--- config.mk ---
export PLATFORM = sky130hd
export DESIGN_NAME = fetch_stage
export DESIGN_NICKNAME = d
export VERILOG_FILES = /design/src/rtl/fetch_pkg.sv /design/src/rtl/if_id_register.sv /design/src/rtl/fetch_stage.sv
export SDC_FILE = /design/constraint.sdc
export NUM_CORES = 1
export LEC_CHECK = 0
export ABC_AREA = 0
export CORE_ASPECT_RATIO = 1.1
export CORE_MARGIN = 1
export CORE_UTILIZATION = 30
export DETAILED_ROUTE_END_ITERATION = 10
export HOLD_SLACK_MARGIN = 0.12
export PLACE_DENSITY = 0.62
export SLEW_MARGIN = 25
export SYNTH_ARGS = -nofsm -noshare
export SYNTH_HDL_FRONTEND = slang
export SYNTH_SLANG_ARGS = --single-unit
--- constraint.sdc ---
create_clock -name clk -period 5.2 [get_ports clk]
set_input_delay 1.3 -clock clk [delete_from_list [all_inputs] [get_ports clk]]
set_output_delay 1.3 -clock clk [all_outputs]
set_load 0.005 [all_outputs]
--- src/rtl/fetch_pkg.sv ---
// Shared types and constants for the instruction fetch stage and its IF/ID register.
package fetch_pkg;

    localparam int DEFAULT_ADDRESS_WIDTH     = 9;
    localparam int DEFAULT_INSTRUCTION_WIDTH = 32;

    // addi x0, x0, 0 -- the canonical RISC-V NOP used to fill bubbles
    localparam logic [31:0] NOP_INSTR = 32'h00000013;

    typedef enum logic [1:0] {
        BOOT = 2'd0,
        RUN  = 2'd1,
        HALT = 2'd2
    } fetch_state_t;

    function automatic logic is_misaligned(input logic [1:0] low_bits);
        return low_bits != 2'b00;
    endfunction

endpackage

--- src/rtl/if_id_register.sv ---
// IF/ID pipeline register: holds the fetched PC, instruction word and valid flag.
module if_id_register
    import fetch_pkg::*;
#(
    parameter int ADDRESS_WIDTH     = DEFAULT_ADDRESS_WIDTH,
    parameter int INSTRUCTION_WIDTH = DEFAULT_INSTRUCTION_WIDTH
) (
    input  logic                         clk,
    input  logic                         reset,
    input  logic                         load,
    input  logic                         bubble,
    input  logic [ADDRESS_WIDTH-1:0]     pc_in,
    input  logic [INSTRUCTION_WIDTH-1:0] instr_in,
    output logic [ADDRESS_WIDTH-1:0]     pc,
    output logic [INSTRUCTION_WIDTH-1:0] instr,
    output logic                         valid
);

    localparam logic [INSTRUCTION_WIDTH-1:0] NOP_WORD = INSTRUCTION_WIDTH'(NOP_INSTR);

    // Bubble wins over load so a redirect can never let a wrong-path word through.
    always_ff @(posedge clk) begin
        if (reset || bubble) begin
            pc    <= '0;
            instr <= NOP_WORD;
            valid <= 1'b0;
        end else if (load) begin
            pc    <= pc_in;
            instr <= instr_in;
            valid <= 1'b1;
        end
    end

endmodule

--- src/rtl/fetch_stage.sv ---
// Instruction fetch stage: PC register, BOOT/RUN/HALT control, fetch counter and IF/ID register.
module fetch_stage
    import fetch_pkg::*;
#(
    parameter int                       ADDRESS_WIDTH     = DEFAULT_ADDRESS_WIDTH,
    parameter int                       INSTRUCTION_WIDTH = DEFAULT_INSTRUCTION_WIDTH,
    parameter logic [ADDRESS_WIDTH-1:0] RESET_PC          = '0
) (
    input  logic                         clk,
    input  logic                         reset,
    input  logic                         Stall,
    input  logic                         BranchTaken,
    input  logic [ADDRESS_WIDTH-1:0]     BranchTarget,
    input  logic [INSTRUCTION_WIDTH-1:0] InstrIn,
    output logic [ADDRESS_WIDTH-1:0]     PCAddress,
    output logic [ADDRESS_WIDTH-1:0]     IfIdPC,
    output logic [INSTRUCTION_WIDTH-1:0] IfIdInstr,
    output logic                         IfIdValid,
    output logic                         Fault,
    output logic [31:0]                  FetchCount
);

    fetch_state_t               state;
    fetch_state_t               state_next;
    logic [ADDRESS_WIDTH-1:0]   pc;
    logic [ADDRESS_WIDTH-1:0]   pc_next;
    logic                       fault;
    logic                       fault_next;
    logic [31:0]                fetch_count;
    logic [31:0]                fetch_count_next;
    logic                       ifid_load;
    logic                       ifid_bubble;
    logic                       misaligned_branch;

    assign misaligned_branch = BranchTaken && is_misaligned(BranchTarget[1:0]);

    always_comb begin
        state_next       = state;
        pc_next          = pc;
        fault_next       = fault;
        fetch_count_next = fetch_count;
        ifid_load        = 1'b0;
        ifid_bubble      = 1'b0;
        unique case (state)
            BOOT: begin
                state_next  = RUN;
                ifid_bubble = 1'b1;
            end
            RUN: begin
                if (misaligned_branch) begin
                    state_next  = HALT;
                    fault_next  = 1'b1;
                    ifid_bubble = 1'b1;
                end else if (BranchTaken) begin
                    // Redirect overrides Stall: the stalled IF/ID content is wrong-path anyway.
                    pc_next     = BranchTarget;
                    ifid_bubble = 1'b1;
                end else if (!Stall) begin
                    pc_next          = pc + ADDRESS_WIDTH'(4);
                    fetch_count_next = fetch_count + 32'd1;
                    ifid_load        = 1'b1;
                end
            end
            HALT: begin
                ifid_bubble = 1'b1;
            end
            default: begin
                state_next  = BOOT;
                ifid_bubble = 1'b1;
            end
        endcase
    end

    always_ff @(posedge clk) begin
        if (reset) begin
            state       <= BOOT;
            pc          <= RESET_PC;
            fault       <= 1'b0;
            fetch_count <= '0;
        end else begin
            state       <= state_next;
            pc          <= pc_next;
            fault       <= fault_next;
            fetch_count <= fetch_count_next;
        end
    end

    if_id_register #(
        .ADDRESS_WIDTH     (ADDRESS_WIDTH),
        .INSTRUCTION_WIDTH (INSTRUCTION_WIDTH)
    ) u_if_id (
        .clk      (clk),
        .reset    (reset),
        .load     (ifid_load),
        .bubble   (ifid_bubble),
        .pc_in    (pc),
        .instr_in (InstrIn),
        .pc       (IfIdPC),
        .instr    (IfIdInstr),
        .valid    (IfIdValid)
    );

    assign PCAddress  = pc;
    assign Fault      = fault;
    assign FetchCount = fetch_count;

endmodule

# --- Word level (Yosys, flattened, before mapping) ---
# Index checks and enable logic that the tools add are counted.
op_classes:
  eq_ne: 4
  n_bitwise: 4
  shifts: 0
  addsub: 2
  reduce_logical: 8
  magnitude_cmp: 0
  div: 0
  multipliers: 0
  n_mux: 11
ops:
  columns: ["operator", "n"]
  rows:
  - ["adder 32 x 1 -> 32 bit (second input constant)", 1]
  - ["2-to-1 mux 9 bit", 2]
  - ["adder 9 x 3 -> 9 bit (second input constant)", 1]
  - ["2-to-1 mux 1 bit", 7]
  - ["case mux 2 bit (3 select lines)", 1]
  - ["NOT 1 bit", 4]
  - ["AND reduction 2 bit", 2]
  - ["AND reduction 4 bit", 1]
  - ["AND reduction 3 bit", 1]
  - ["== test 2 x 1 -> 1 bit (second input constant)", 1]
  - ["== test 2 bit (second input constant)", 1]
  - ["logical NOT 2 bit", 1]
  - ["2-to-1 mux 2 bit", 1]
  - ["inequality test 2 x 1 -> 1 bit (second input constant)", 1]
  - ["inequality test 2 bit (second input constant)", 1]
  - ["nonzero test 2 bit", 1]
  - ["logical AND 1 bit", 1]
  - ["logical OR 1 bit", 1]
totals:
  mem_count: 0
  ff_bits: 86
  elab_cells: 36
  input_bits: 45
  latchBits: 0
  ram_bits: 0
  mem_bits_ro: 0
  output_inout_bits: 84

# --- Longest topological paths before layout ---
# Gate-level depths: netlist of run 1.
logic_depth:
  ltp_word: 5
  mapped_depth: 8
  ltp_nobuf: 5

# --- Modules after synthesis ---
# A second synthesis of run 1 with hierarchy kept.
hier_totals:
  hier_cells: 400
  hier_area_um2: 3664.8
by_module_without_submodules:
  columns: ["mod", "n_inst", "cells_per_inst", "seq_area_each_um2", "area_per_inst_um2"]
  rows:
  - ["fetch_stage", 1, 263, 880.8, 2159.6]
  - ["if_id_register", 1, 137, 840.8, 1505.2]

# --- Worst setup path after synthesis of run 1 ---
# OpenSTA, ideal clock, no wires.
synth_timing:
  kind: "input to register"
  from: "input Stall"
  to: "register fetch_count[31], in the netlist FetchCount[31]"
  setup_slack_ns: 1.730
  t_required_ns: 5.079
  path_stages: 7
  arrival_ns: 3.349
  n_path_buf: 3
  setup_ns: 0.121
  cell_sequence: "buf_2 -> or4b_4 -> buf_6 -> or4_4 -> buf_6 -> nor4_1 -> mux2_2"
synth_between:
  elab_chain_cells: 2
synth_rtl:
  columns: ["item", "line_no", "source"]
  rows:
  - ["start: declaration", "fetch_stage.sv:11", "input logic Stall,"]
  - ["NOT 1 bit (no source line)", null, null]
  - ["AND reduction 4 bit (no source line)", null, null]
  - ["end signal: assignment", "fetch_stage.sv:84", "fetch_count <= fetch_count_next;"]
  - ["end: declaration", "fetch_stage.sv:29", "logic [31:0] fetch_count;"]
# No other way between the ends.
# A chain may end at the register's enable or synchronous reset.

# --- Worst setup path in the final report of run 1 ---
layout_timing:
  from: "input BranchTaken"
  to: "register fetch_count[30], in the netlist FetchCount[30]"
layout_between:
  elab_chain_cells: 3
  word_cells_on_any_way: 4
  cone_classes: "2 x bitwise; 2 x reduce/logical"
layout_rtl:
  columns: ["item", "line_no", "source"]
  rows:
  - ["start: declaration", "fetch_stage.sv:12", "input logic BranchTaken,"]
  - ["logical AND 1 bit", "fetch_stage.sv:35", "assign misaligned_branch = BranchTaken && is_misaligned(BranchTarget[1:0]);"]
  - ["NOT 1 bit (no source line)", null, null]
  - ["AND reduction 4 bit (no source line) *", null, null]
# Every way passes the cells marked *; elsewhere a longest branch is shown, timed or not.

==> summary.json, run 1 <==
{
  "global_routing": {
    "grt_pass1_vias": 3292,
    "initial_antenna_violation_count": 0,
    "overflow": 0,
    "overall_track_demand_over_capacity_in_global_routing_pct": 16.3,
    "pin_count_of_the_biggest_net_entering_global_routing": 46,
    "grt_first_pass_wirelength_um": 15900
  },
  "layout": {
    "mostFrequentLayoutCells": "128 x clkdlybuf4s50_1, 86 x dfxtp_1, 38 x o221a_2",
    "number_of_fill_cells": 1081,
    "area_growth_syn_to_fin_pct": 50.4,
    "final_std_cells_w_o_fill": 626,
    "layout-drive-gt1-share_pct": 13.8,
    "layout.cells.most_common": "clkdlybuf4s50_1",
    "fin_nets": 521,
    "antenna_cells_inserted": 0
  },
  "clocking": {
    "clock_tree_from_tritoncts": "done",
    "cts_inserted_buffers": 9,
    "clk_pin_slew_worst_paths_ns": 0.06,
    "clock_latency_reported_for_the_late_side_of_the_worst_skew_pair_ns": 0.33,
    "postCtsSetupBuffers": 0,
    "holdBufCountCts": 0,
    "post_cts_resize_count": 0,
    "cts_root_buffer": "clkbuf_16",
    "cts-htree-levels": 3,
    "cts.sink_count": 86,
    "buffer_depth_of_the_longest_clock_path": 2
  },
  "sta": {
    "final.period_utilization_pct": 71.6,
    "grt_setup_unrepaired": "no",
    "timing.hold.ws_ns": 0.473,
    "final-hold-violation-count": 0,
    "worst_clock_skew_ns": 0.00576,
    "setup_tns_ns": 0,
    "fin_crit_ns": 3.72,
    "drv_slew": 0,
    "worst_slew_margin_rel_pct": 53.8,
    "setup-violations-final": 0,
    "max_clock_freq_mhz": 269,
    "tightestPinTransition_ns": 0.685
  },
  "floorplanning": {
    "start_util_pct": 31.3,
    "io-pin-count": 129,
    "dieWidth_um": 105,
    "die_footprint_um2": 12000,
    "core_area_um2": 11100,
    "rows": 40,
    "die_h_um": 115
  },
  "drt": {
    "detail_route.iter0.violations": 172,
    "viasPerCell": 5.32,
    "avgRoutedWirePerCell_um": 15.4,
    "detail-route-antenna-nets": 0,
    "route.detailed.drc": 0,
    "drtPass1Iterations": 4,
    "routed_wl_um": 9630,
    "detailroute.via_count": 3333
  },
  "power": {
    "power.density_nw_per_um2": 289,
    "leakage_uw": 0.00186,
    "max-vdd-ir-drop_mv": 0.140
  },
  "placed_design": {
    "hpwlAfterDp_um": 6510,
    "dpl.cell_count": 610,
    "gp_congestion": 0.763,
    "portBuffers": 128
  },
  "yosys": {
    "synth.yosys.seq_area_share_pct": 49.5,
    "synthDistinctLibCells": 39,
    "post_synth_main_area_contributors": "dfxtp_1 50%, o221a_2 12%, a21oi_1 4.5%, o31ai_1 4.1%, or4_1 3.9%",
    "cell_type_with_the_largest_total_area_after_synthesis": "dfxtp_1",
    "synth_warnings": 0,
    "synthesis.instances": 356,
    "syn_area_um2": 3480,
    "synthDominantCellAreaShare_pct": 49.5,
    "avgSynthCellArea_um2": 9.76,
    "synth_nets": 403,
    "synth-seq-cells": 86
  },
  "min_path": {
    "worst_min_path_class": "flop to flop"
  },
  "setup_path": {
    "worst-setup-path-type": "primary input to flop",
    "cp_common_cell": "or4_1",
    "cp_data_arrival_time_ns": 3.98,
    "crit_path_max_incr_delay_ns": 0.87,
    "worst_path_max_delay_cell": "or4_1",
    "worstSetupStartpointType": "primary input",
    "worstSetupEndpointType": "flop",
    "timing.critical_path.cells": "clkdlybuf4s50_1 -> or4b_4 -> or4_1 -> or4_1 -> a21oi_1",
    "critPathMaxFanout": 23,
    "crit_required_ns": 5.46
  },
  "status": {
    "run_status": "complete, no violations"
  },
  "run": {
    "max_cap_viol_count": 0
  }
}
## sequential cells by signal, summed over array words and instances (netlist names)
| name | flops |
|---|---|
| u_if_id.pc | 9 |
| FetchCount | 32 |
| PCAddress | 9 |
| u_if_id.valid | 1 |
| u_if_id.instr | 32 |
| Fault | 1 |
| state | 2 |
## path summary, 6_finish.rpt
path                                      start                       endpoint  slack [ns]  cells after the start
setup / recovery                    BranchTaken    FetchCount[30]$_SDFFE_PP0P_        1.48                      5
hold / removal    u_if_id.instr[0]$_SDFFE_PP1P_  u_if_id.instr[0]$_SDFFE_PP1P_        0.47                      2
setup reg to reg          state[1]$_SDFFE_PP0P_    FetchCount[30]$_SDFFE_PP0P_        2.50                      4
hold reg to reg   u_if_id.instr[0]$_SDFFE_PP1P_  u_if_id.instr[0]$_SDFFE_PP1P_        0.47                      2
## synthesized netlist by cell type
master,instances
a211oi_1,1
a21boi_0,1
a21oi_1,31
a22o_1,1
a31oi_1,3
and2_1,2
and3_1,2
and4_1,4
buf_2,1
buf_6,2
clkbuf_1,24
dfxtp_1,86
ha_1,2
inv_1,8
mux2_2,1
mux2i_1,1
nand2_1,26
nand2b_1,3
nand3_1,14
nand4_1,8
nor2_1,17
nor2b_1,2
nor3_1,3
nor3b_1,2
nor4_1,2
nor4b_1,1
o211ai_1,1
o21a_1,1
o21ai_0,12
o21ba_2,1
o221a_2,38
o31ai_1,19
o41ai_1,2
or3_1,7
or4_1,18
or4_4,1
or4b_4,1
xnor2_1,5
xor2_1,2
## metal layers
layer / global-route usage, % / part of all wire [%]
met3: 5.95 / 8.7
met4: 6.48 / 1.3
met2: 25.7 / 45
met5: 0 / 0
met1: 20.3 / 45
## per-stage QoR
step | area, um2 | utilization, % | total power, uW | worst slack [ns]
after floorplan | 3480 | - | 725 | 1.73
after global placement | 4880 | 43.9 | 781 | 1.19
after detailed placement | 4880 | 43.9 | 783 | 1.15
after CTS | 5230 | 47.0 | 1520 | 1.49
after global routing | 5230 | 47.0 | 1560 | 1.35
final | 5230 | 47.0 | 1510 | 1.48
## layout make-up
| cell class | count | area [um2] | share of cell area (%) |
|---|---|---|---|
| multi-input cells | 235 | 1620 | 31.0 |
| clock buffers | 9 | 225 | 4.31 |
| well taps | 147 | 184 | 3.52 |
| clock inverters | 7 | 120 | 2.30 |
| repair buffers | 134 | 1330 | 25.4 |
| flip-flops and latches | 86 | 1720 | 32.9 |
| inverters | 8 | 30.0 | 0.575 |
## worst max-delay path: cells and delay by family
kind            cells  cell delay, ns
compound gates      1            0.15
simple gates        3            2.06
buf+inv             1            0.46
## kinds of logic (layout without fill, tap and decap cells)
| group | Yosys count | count (layout) | share of synthesized area (%) |
|---|---|---|---|
| AOI/OAI and AO/OA | 111 | 111 | 25.1 |
| adders and majority gates | 2 | 2 | 0.720 |
| muxes | 2 | 2 | 0.612 |
| buffers and inverters | 35 | 158 | 4.25 |
| and+or+nand+nor | 113 | 113 | 18.1 |
| xor gates and xnor gates | 7 | 7 | 1.76 |
| DFF | 86 | 86 | 49.5 |
## power by group
part	internal (uW)	switching [uW]	leakage (uW)	total (uW)
sequential	665	8.33	0.000694	674
clock	472	269	0.000166	741
combinational	52.7	41.3	0.000999	94.0
Note: power is estimated with default switching activity, not from simulation.
==> run 2, diff against run 1 <==
- clock period: 5.2 -> 3.6 ns (I/O delays scaled with it)
==> run 2 against run 1 <==
Against the previous run:
- via count shrank 0.18%
- non-clock buffer count increased by 3
- clock power is 57% higher
- clock-buffer cell count rose by 2
- sequential cell count is the same
- design area rose by 1.1%
- worst setup slack worse by 0.89 ns
- first-iteration DRC count up 15%
- global-route usage grew 0.50 points
- utilization grew 0.53 points
- critical path type unchanged
==> summary.json, run 2 (synthesis results as in run 1) <==
{
  "placed_design": {
    "gp_congestion": {"value": 0.749, "change": "-1.8%"},
    "portBuffers": {"value": 128, "change": "unchanged"},
    "postPlaceCellArea": {"value": 4900, "unit": "um2", "change": "+0.46%"},
    "hpwlAfterDp": {"value": 6700, "unit": "um", "change": "+2.9%"}
  },
  "power": {
    "leakage": {"value": 0.00189, "unit": "uW", "change": "+1.7%"},
    "max-vdd-ir-drop": {"value": 0.220, "unit": "mV", "change": "+57%"},
    "power.density": {"value": 429, "unit": "nW/um2", "change": "+49%"}
  },
  "setup_path": {
    "worst-setup-path-type": "primary input to flop",
    "ff2ff_setup_slack": {"value": 1.20, "unit": "ns", "change": "-1.30 ns"},
    "crit_required": {"value": 3.82, "unit": "ns", "change": "-1.64 ns"},
    "critPathMaxFanout": {"value": 19, "change": "-17%"},
    "cp.buffers_inverters": {"value": 1, "change": "unchanged"},
    "worstSetupStartpointType": "primary input",
    "crit_path_max_incr_delay": {"value": 0.65, "unit": "ns", "change": "-0.22 ns"},
    "worstSetupEndpointType": "flop",
    "cp_data_arrival_time": {"value": 3.24, "unit": "ns", "change": "-0.74 ns"},
    "cp_top_family": "simple AND/OR/NAND/NOR gates",
    "timing.critical_path.cells": "clkdlybuf4s50_1 -> or4b_4 -> or4_4 -> nor4_1 -> mux2_2",
    "worst_path_max_delay_cell": "or4_4"
  },
  "layout": {
    "number_of_fill_cells": {"value": 1081, "change": "unchanged"},
    "seqCellArea": {"value": 1720, "unit": "um2", "change": "unchanged"},
    "layout-drive-gt1-share": {"value": 14.3, "unit": "%", "change": "+0.54 points"},
    "area_growth_syn_to_fin_pct": 52.1,
    "antenna_cells_inserted": {"value": 0, "change": "unchanged"},
    "fin_nets": {"value": 524, "change": "+0.58%"},
    "layout.cells.most_common": "clkdlybuf4s50_1",
    "mostFrequentLayoutCells": "128 x clkdlybuf4s50_1, 86 x dfxtp_1, 38 x o221a_2",
    "multi_input_area": {"value": 1620, "unit": "um2", "change": "unchanged"},
    "finalInstanceArea": {"value": 5290, "unit": "um2", "change": "+1.1%"}
  },
  "sta": {
    "grt_setup_unrepaired": "no",
    "final-hold-violation-count": {"value": 0, "change": "unchanged"},
    "drv_slew": {"value": 0, "change": "unchanged"},
    "worst_clock_skew": {"value": 0.00804, "unit": "ns", "change": "+0.00228 ns"},
    "final.period_utilization_pct": 83.7,
    "setup_tns": {"value": 0, "unit": "ns", "change": "unchanged"},
    "setup-violations-final": {"value": 0, "change": "unchanged"},
    "fin_crit_ns": 3.01,
    "tightestPinTransition": {"value": 0.644, "unit": "ns", "change": "-0.0416 ns"},
    "max_clock_freq_mhz": 332,
    "worst_slew_margin_rel": {"value": 56.6, "unit": "%", "change": "+2.8 points"}
  },
  "floorplanning": {
    "die_h": {"value": 115, "unit": "um", "change": "unchanged"},
    "dieWidth": {"value": 105, "unit": "um", "change": "unchanged"},
    "rows": {"value": 40, "change": "unchanged"},
    "core_area": {"value": 11100, "unit": "um2", "change": "unchanged"},
    "io-pin-count": {"value": 129, "change": "unchanged"},
    "die_footprint": {"value": 12000, "unit": "um2", "change": "unchanged"},
    "start_util": {"value": 31.3, "unit": "%", "change": "unchanged"}
  },
  "drt": {
    "drtPass1Iterations": {"value": 4, "change": "unchanged"},
    "detail-route-antenna-nets": {"value": 0, "change": "unchanged"},
    "routed_wl": {"value": 9830, "unit": "um", "change": "+2.1%"},
    "viasPerCell": {"value": 5.29, "change": "-0.66%"},
    "detail_route.iter0.violations": {"value": 198, "change": "+15%"},
    "route.detailed.drc": {"value": 0, "change": "unchanged"},
    "avgRoutedWirePerCell": {"value": 15.6, "unit": "um", "change": "+1.6%"},
    "detailroute.via_count": {"value": 3327, "change": "-0.18%"}
  },
  "global_routing": {
    "pin_count_of_the_biggest_net_entering_global_routing": {"value": 45, "change": "-2.2%"},
    "overflow": {"value": 0, "change": "unchanged"},
    "overall_track_demand_over_capacity_in_global_routing": {"value": 16.8, "unit": "%", "change": "+0.50 points"},
    "grt_pass1_vias": {"value": 3271, "change": "-0.64%"},
    "grt_busiest_layer": "met2",
    "grt_first_pass_wirelength": {"value": 16400, "unit": "um", "change": "+3.3%"},
    "initial_antenna_violation_count": {"value": 0, "change": "unchanged"},
    "globalRouteMet3Util": {"value": 6.58, "unit": "%", "change": "+0.62 points"},
    "gr-usage-met2": {"value": 26.0, "unit": "%", "change": "+0.26 points"},
    "global_route.usage.met1": {"value": 21.0, "unit": "%", "change": "+0.73 points"}
  },
  "clocking": {
    "post_cts_resize_count": {"value": 0, "change": "unchanged"},
    "cts-htree-levels": {"value": 3, "change": "unchanged"},
    "cts_root_buffer": "clkbuf_16",
    "buffer_depth_of_the_longest_clock_path": {"value": 2, "change": "unchanged"},
    "clk_pin_slew_worst_paths": {"value": 0.06, "unit": "ns", "change": "about the same"},
    "postCtsSetupBuffers": {"value": 0, "change": "unchanged"},
    "clock_tree_from_tritoncts": "done",
    "cts_inserted_buffers": {"value": 9, "change": "unchanged"},
    "cts.sink_count": {"value": 86, "change": "unchanged"},
    "clock_latency_reported_for_the_late_side_of_the_worst_skew_pair": {"value": 0.33, "unit": "ns", "change": "about the same"},
    "holdBufCountCts": {"value": 0, "change": "unchanged"}
  },
  "status": {
    "run_status": "complete, no violations"
  },
  "run": {
    "max_cap_viol_count": {"value": 0, "change": "unchanged"}
  },
  "min_path": {
    "worst_min_path_class": "flop to flop"
  }
}
==> run 2: cell types whose count changed in the layout (fill, tap and decap cells not counted), sizes merged <==
cell,change
bufinv,+1
buf,+3
inv,-2
clkinvlp,-1
clkbuf,+2
==> run 2: stage by stage <==
| step | util, % | setup WS (ns) | power [uW] | hold slack, ns | std cells |
|---|---|---|---|---|---|
| floorplan | - | 0.530 | 1050 | 0.452 | 356 |
| global placement | 44.1 | 0.213 | 1130 | 0.447 | 613 |
| detailed placement | 44.1 | 0.223 | 1130 | 0.459 | 613 |
| CTS | 47.6 | 0.585 | 2290 | 0.471 | 629 |
| global route | 47.6 | 0.462 | 2350 | 0.500 | 629 |
| finish | 47.6 | 0.586 | 2270 | 0.463 | 629 |
==> run 2: layout make-up <==
cell class	instances	share of cell area, %
flip-flops and latches	86	32.6
multi-input cells	235	30.6
repair buffers	137	25.5
clock buffers	11	4.78
well taps	147	3.48
clock inverters	5	2.44
inverters	8	0.568
==> run 2: per-layer routing <==
metal,up-vias,wire (um)
met5,-,0
met2,107,4350
met3,12,903
met1,1593,4440
li1,1615,-
met4,0,140
==> run 2: worst reg2reg max path: cells and delay by family, from the launching register on <==
kind,cells,cell delay [ns]
DFF,1,0.38
and+or+nand+nor,3,1.55
muxes,1,0.37
==> run 2: final timing paths <==
check / start / depth (start not counted) / end
hold reg to reg: u_if_id.valid$_SDFFE_PP0P_ / 2 / u_if_id.valid$_SDFFE_PP0P_
setup reg to reg: state[1]$_SDFFE_PP0P_ / 4 / FetchCount[31]$_SDFFE_PP0P_
hold / removal: u_if_id.valid$_SDFFE_PP0P_ / 2 / u_if_id.valid$_SDFFE_PP0P_
setup / recovery: BranchTaken / 5 / FetchCount[31]$_SDFFE_PP0P_
==> run 2: power by group <==
group | total [uW] | switching (uW) | internal (uW) | leakage, uW
Combinational | 138 | 61.0 | 76.7 | 0.00101
Clock | 1160 | 369 | 787 | 0.000186
Sequential | 973 | 11.9 | 961 | 0.000694
Total | 2270 | 442 | 1830 | 0.00189
==> run 3, diff against run 2 <==
- PLACE_DENSITY: 0.62 -> 0.64
- clock period: 3.6 -> 2.5 ns (I/O delays scaled with it)
==> run 3 against run 2 <==
Against the previous run:
- register-to-register slack lost 1.0 ns
- sequential share of layout area shrank 0.37 points
- clock power grew 9%
- sequential cell count is the same
- design area grew 1.2%
- first-iteration DRC count grew 3.0%
- utilization grew 0.55 points
- worst setup slack lost 0.55 ns
- clock-buffer cell count grew 2
- critical endpoint unchanged
- largest cell class unchanged
==> summary.json, run 3 (synthesis results as in run 1) <==
{
  "sta": {
    "drv_slew": {"value": 0, "change": "unchanged"},
    "worst_slew_margin_rel": {"value": 69.3, "unit": "%", "change": "+13 points"},
    "tightestPinTransition": {"value": 0.461, "unit": "ns", "change": "-0.183 ns"},
    "final.period_utilization_pct": 98.7,
    "final.setup.worst_slack": {"value": 0.0331, "unit": "ns", "change": "-0.553 ns"},
    "setup_tns": {"value": 0, "unit": "ns", "change": "unchanged"},
    "worst_clock_skew": {"value": 0.00524, "unit": "ns", "change": "-0.00280 ns"},
    "fin_crit_ns": 2.47,
    "final-hold-violation-count": {"value": 0, "change": "unchanged"},
    "setup-violations-final": {"value": 0, "change": "unchanged"},
    "max_clock_freq_mhz": 405,
    "grt_setup_unrepaired": "no"
  },
  "global_routing": {
    "pin_count_of_the_biggest_net_entering_global_routing": {"value": 45, "change": "unchanged"},
    "overall_track_demand_over_capacity_in_global_routing": {"value": 16.4, "unit": "%", "change": "-0.40 points"},
    "overflow": {"value": 0, "change": "unchanged"},
    "initial_antenna_violation_count": {"value": 1, "change": "+1"},
    "grt_pass1_vias": {"value": 3126, "change": "-4.4%"},
    "grt_first_pass_wirelength": {"value": 15900, "unit": "um", "change": "-3.4%"}
  },
  "floorplanning": {
    "start_util": {"value": 31.3, "unit": "%", "change": "unchanged"},
    "dieWidth": {"value": 105, "unit": "um", "change": "unchanged"},
    "die_footprint": {"value": 12000, "unit": "um2", "change": "unchanged"},
    "io-pin-count": {"value": 129, "change": "unchanged"},
    "rows": {"value": 40, "change": "unchanged"},
    "die_h": {"value": 115, "unit": "um", "change": "unchanged"},
    "core_area": {"value": 11100, "unit": "um2", "change": "unchanged"}
  },
  "layout": {
    "final_std_cells_w_o_fill": {"value": 640, "change": "+1.7%"},
    "layout-drive-gt1-share": {"value": 16.7, "unit": "%", "change": "+2.4 points"},
    "fin_nets": {"value": 534, "change": "+1.9%"},
    "layout.cells.most_common": "clkdlybuf4s50_1",
    "area_growth_syn_to_fin_pct": 53.8,
    "mostFrequentLayoutCells": "126 x clkdlybuf4s50_1, 86 x dfxtp_1, 38 x o221a_2",
    "finalInstanceArea": {"value": 5350, "unit": "um2", "change": "+1.2%"}
  },
  "clocking": {
    "clk_pin_slew_worst_paths": {"value": 0.06, "unit": "ns", "change": "about the same"},
    "buffer_depth_of_the_longest_clock_path": {"value": 2, "change": "unchanged"},
    "clock_latency_reported_for_the_late_side_of_the_worst_skew_pair": {"value": 0.33, "unit": "ns", "change": "about the same"},
    "cts.sink_count": {"value": 86, "change": "unchanged"},
    "cts-htree-levels": {"value": 3, "change": "unchanged"},
    "clock_tree_from_tritoncts": "done",
    "cts_root_buffer": "clkbuf_16",
    "cts_inserted_buffers": {"value": 9, "change": "unchanged"}
  },
  "drt": {
    "avgRoutedWirePerCell": {"value": 15.2, "unit": "um", "change": "-3.0%"},
    "viasPerCell": {"value": 5.16, "change": "-2.5%"},
    "detail-route-antenna-nets": {"value": 0, "change": "unchanged"},
    "routed_wl": {"value": 9710, "unit": "um", "change": "-1.3%"},
    "drtPass1Iterations": {"value": 4, "change": "unchanged"},
    "detail_route.iter0.violations": {"value": 204, "change": "+3.0%"},
    "route.detailed.drc": {"value": 0, "change": "unchanged"},
    "detailroute.via_count": {"value": 3302, "change": "-0.75%"}
  },
  "setup_path": {
    "cp-startpoint": "BranchTaken",
    "critPathMaxFanout": {"value": 8, "change": "-11"},
    "worstSetupEndpointType": "flop",
    "crit_required": {"value": 2.72, "unit": "ns", "change": "-1.10 ns"},
    "cp_data_arrival_time": {"value": 2.69, "unit": "ns", "change": "-0.55 ns"},
    "worst-setup-path-type": "primary input to flop",
    "critical_path.reg2reg.startpoint": "state[0]$_SDFFE_PP0P_",
    "worstSetupStartpointType": "primary input"
  },
  "placed_design": {
    "dpl.cell_count": {"value": 620, "change": "+1.1%"},
    "post-place-ws": {"value": -0.539, "unit": "ns", "change": "-0.763 ns"},
    "postPlaceCellArea": {"value": 5000, "unit": "um2", "change": "+2.0%"},
    "portBuffers": {"value": 128, "change": "unchanged"},
    "hpwlAfterDp": {"value": 6590, "unit": "um", "change": "-1.6%"},
    "gp_congestion": {"value": 0.767, "change": "+2.4%"}
  },
  "power": {
    "fin_total_pwr": {"value": 2870, "unit": "uW", "change": "+27%"},
    "leakage": {"value": 0.00193, "unit": "uW", "change": "+2.0%"},
    "max-vdd-ir-drop": {"value": 0.278, "unit": "mV", "change": "+26%"},
    "power.density": {"value": 537, "unit": "nW/um2", "change": "+25%"}
  },
  "min_path": {
    "worst_min_path_class": "flop to flop",
    "hold_start": "u_if_id.valid$_SDFFE_PP0P_"
  },
  "status": {
    "run_status": "complete, no violations"
  },
  "run": {
    "max_cap_viol_count": {"value": 0, "change": "unchanged"}
  }
}
[run 3: critical path: stages]
cell and delay (ns):
clkdlybuf4s15_2 0.20, or4b_4 0.56, or4_4 0.55, buf_12 0.16, nor4_4 0.24, mux2_2 0.35
[run 3: where the power goes]
part / total, uW / internal (uW) / switching [uW]
logic: 207 / 118 / 88.9
clock network: 1270 / 752 / 515
registers: 1400 / 1380 / 15.5
[run 3: timing repair]
| action | CTS | global route |
|---|---|---|
| setup endpoints to repair | 23 | 8 |
| resized for setup | 4 | 5 |
| hold buffers | 0 | 0 |
| cloned | 0 | 0 |
| buffers inserted | 3 | 0 |
| pin swaps | 4 | 3 |
[run 3: final timing paths]
kind	end	slack [ns]	depth (start not counted)
worst max-delay path	FetchCount[31]$_SDFFE_PP0P_	0.03	6
worst min-delay path	u_if_id.valid$_SDFFE_PP0P_	0.46	2
worst max register to register	FetchCount[31]$_SDFFE_PP0P_	0.19	5
worst min register to register	u_if_id.valid$_SDFFE_PP0P_	0.46	2
[run 3: cell type report]
| class | instances | area [um2] |
|---|---|---|
| Clock inverter | 3 | 17.5 |
| Clock buffer | 13 | 270 |
| Antenna cell | 1 | 2.50 |
| Inverter | 8 | 30.0 |
| Timing Repair Buffer | 147 | 1480 |
| Sequential cell | 86 | 1720 |
| Fill cell | 1066 | 5760 |
| Tap cell | 147 | 184 |
| Multi-Input combinational cell | 235 | 1640 |
[run 3: layer usage]
layer / GRT usage [%] / wire length, um / part of all wire [%] / vias to the layer above
met5: 0 / 0 / 0 / -
met4: 4.69 / 111 / 1.1 / 0
met3: 6.92 / 946 / 9.7 / 12
met2: 25.5 / 4350 / 45 / 115
met1: 20.8 / 4300 / 44 / 1535
li1: - / - / - / 1640
[run 3: through the flow]
stage	util [%]	hold slack, ns
2_1_floorplan	-	0.452
3_3_place_gp	45.0	0.443
3_5_place_dp	45.0	0.453
4_1_cts	47.9	0.465
5_1_grt	48.1	0.479
6_report	48.1	0.458
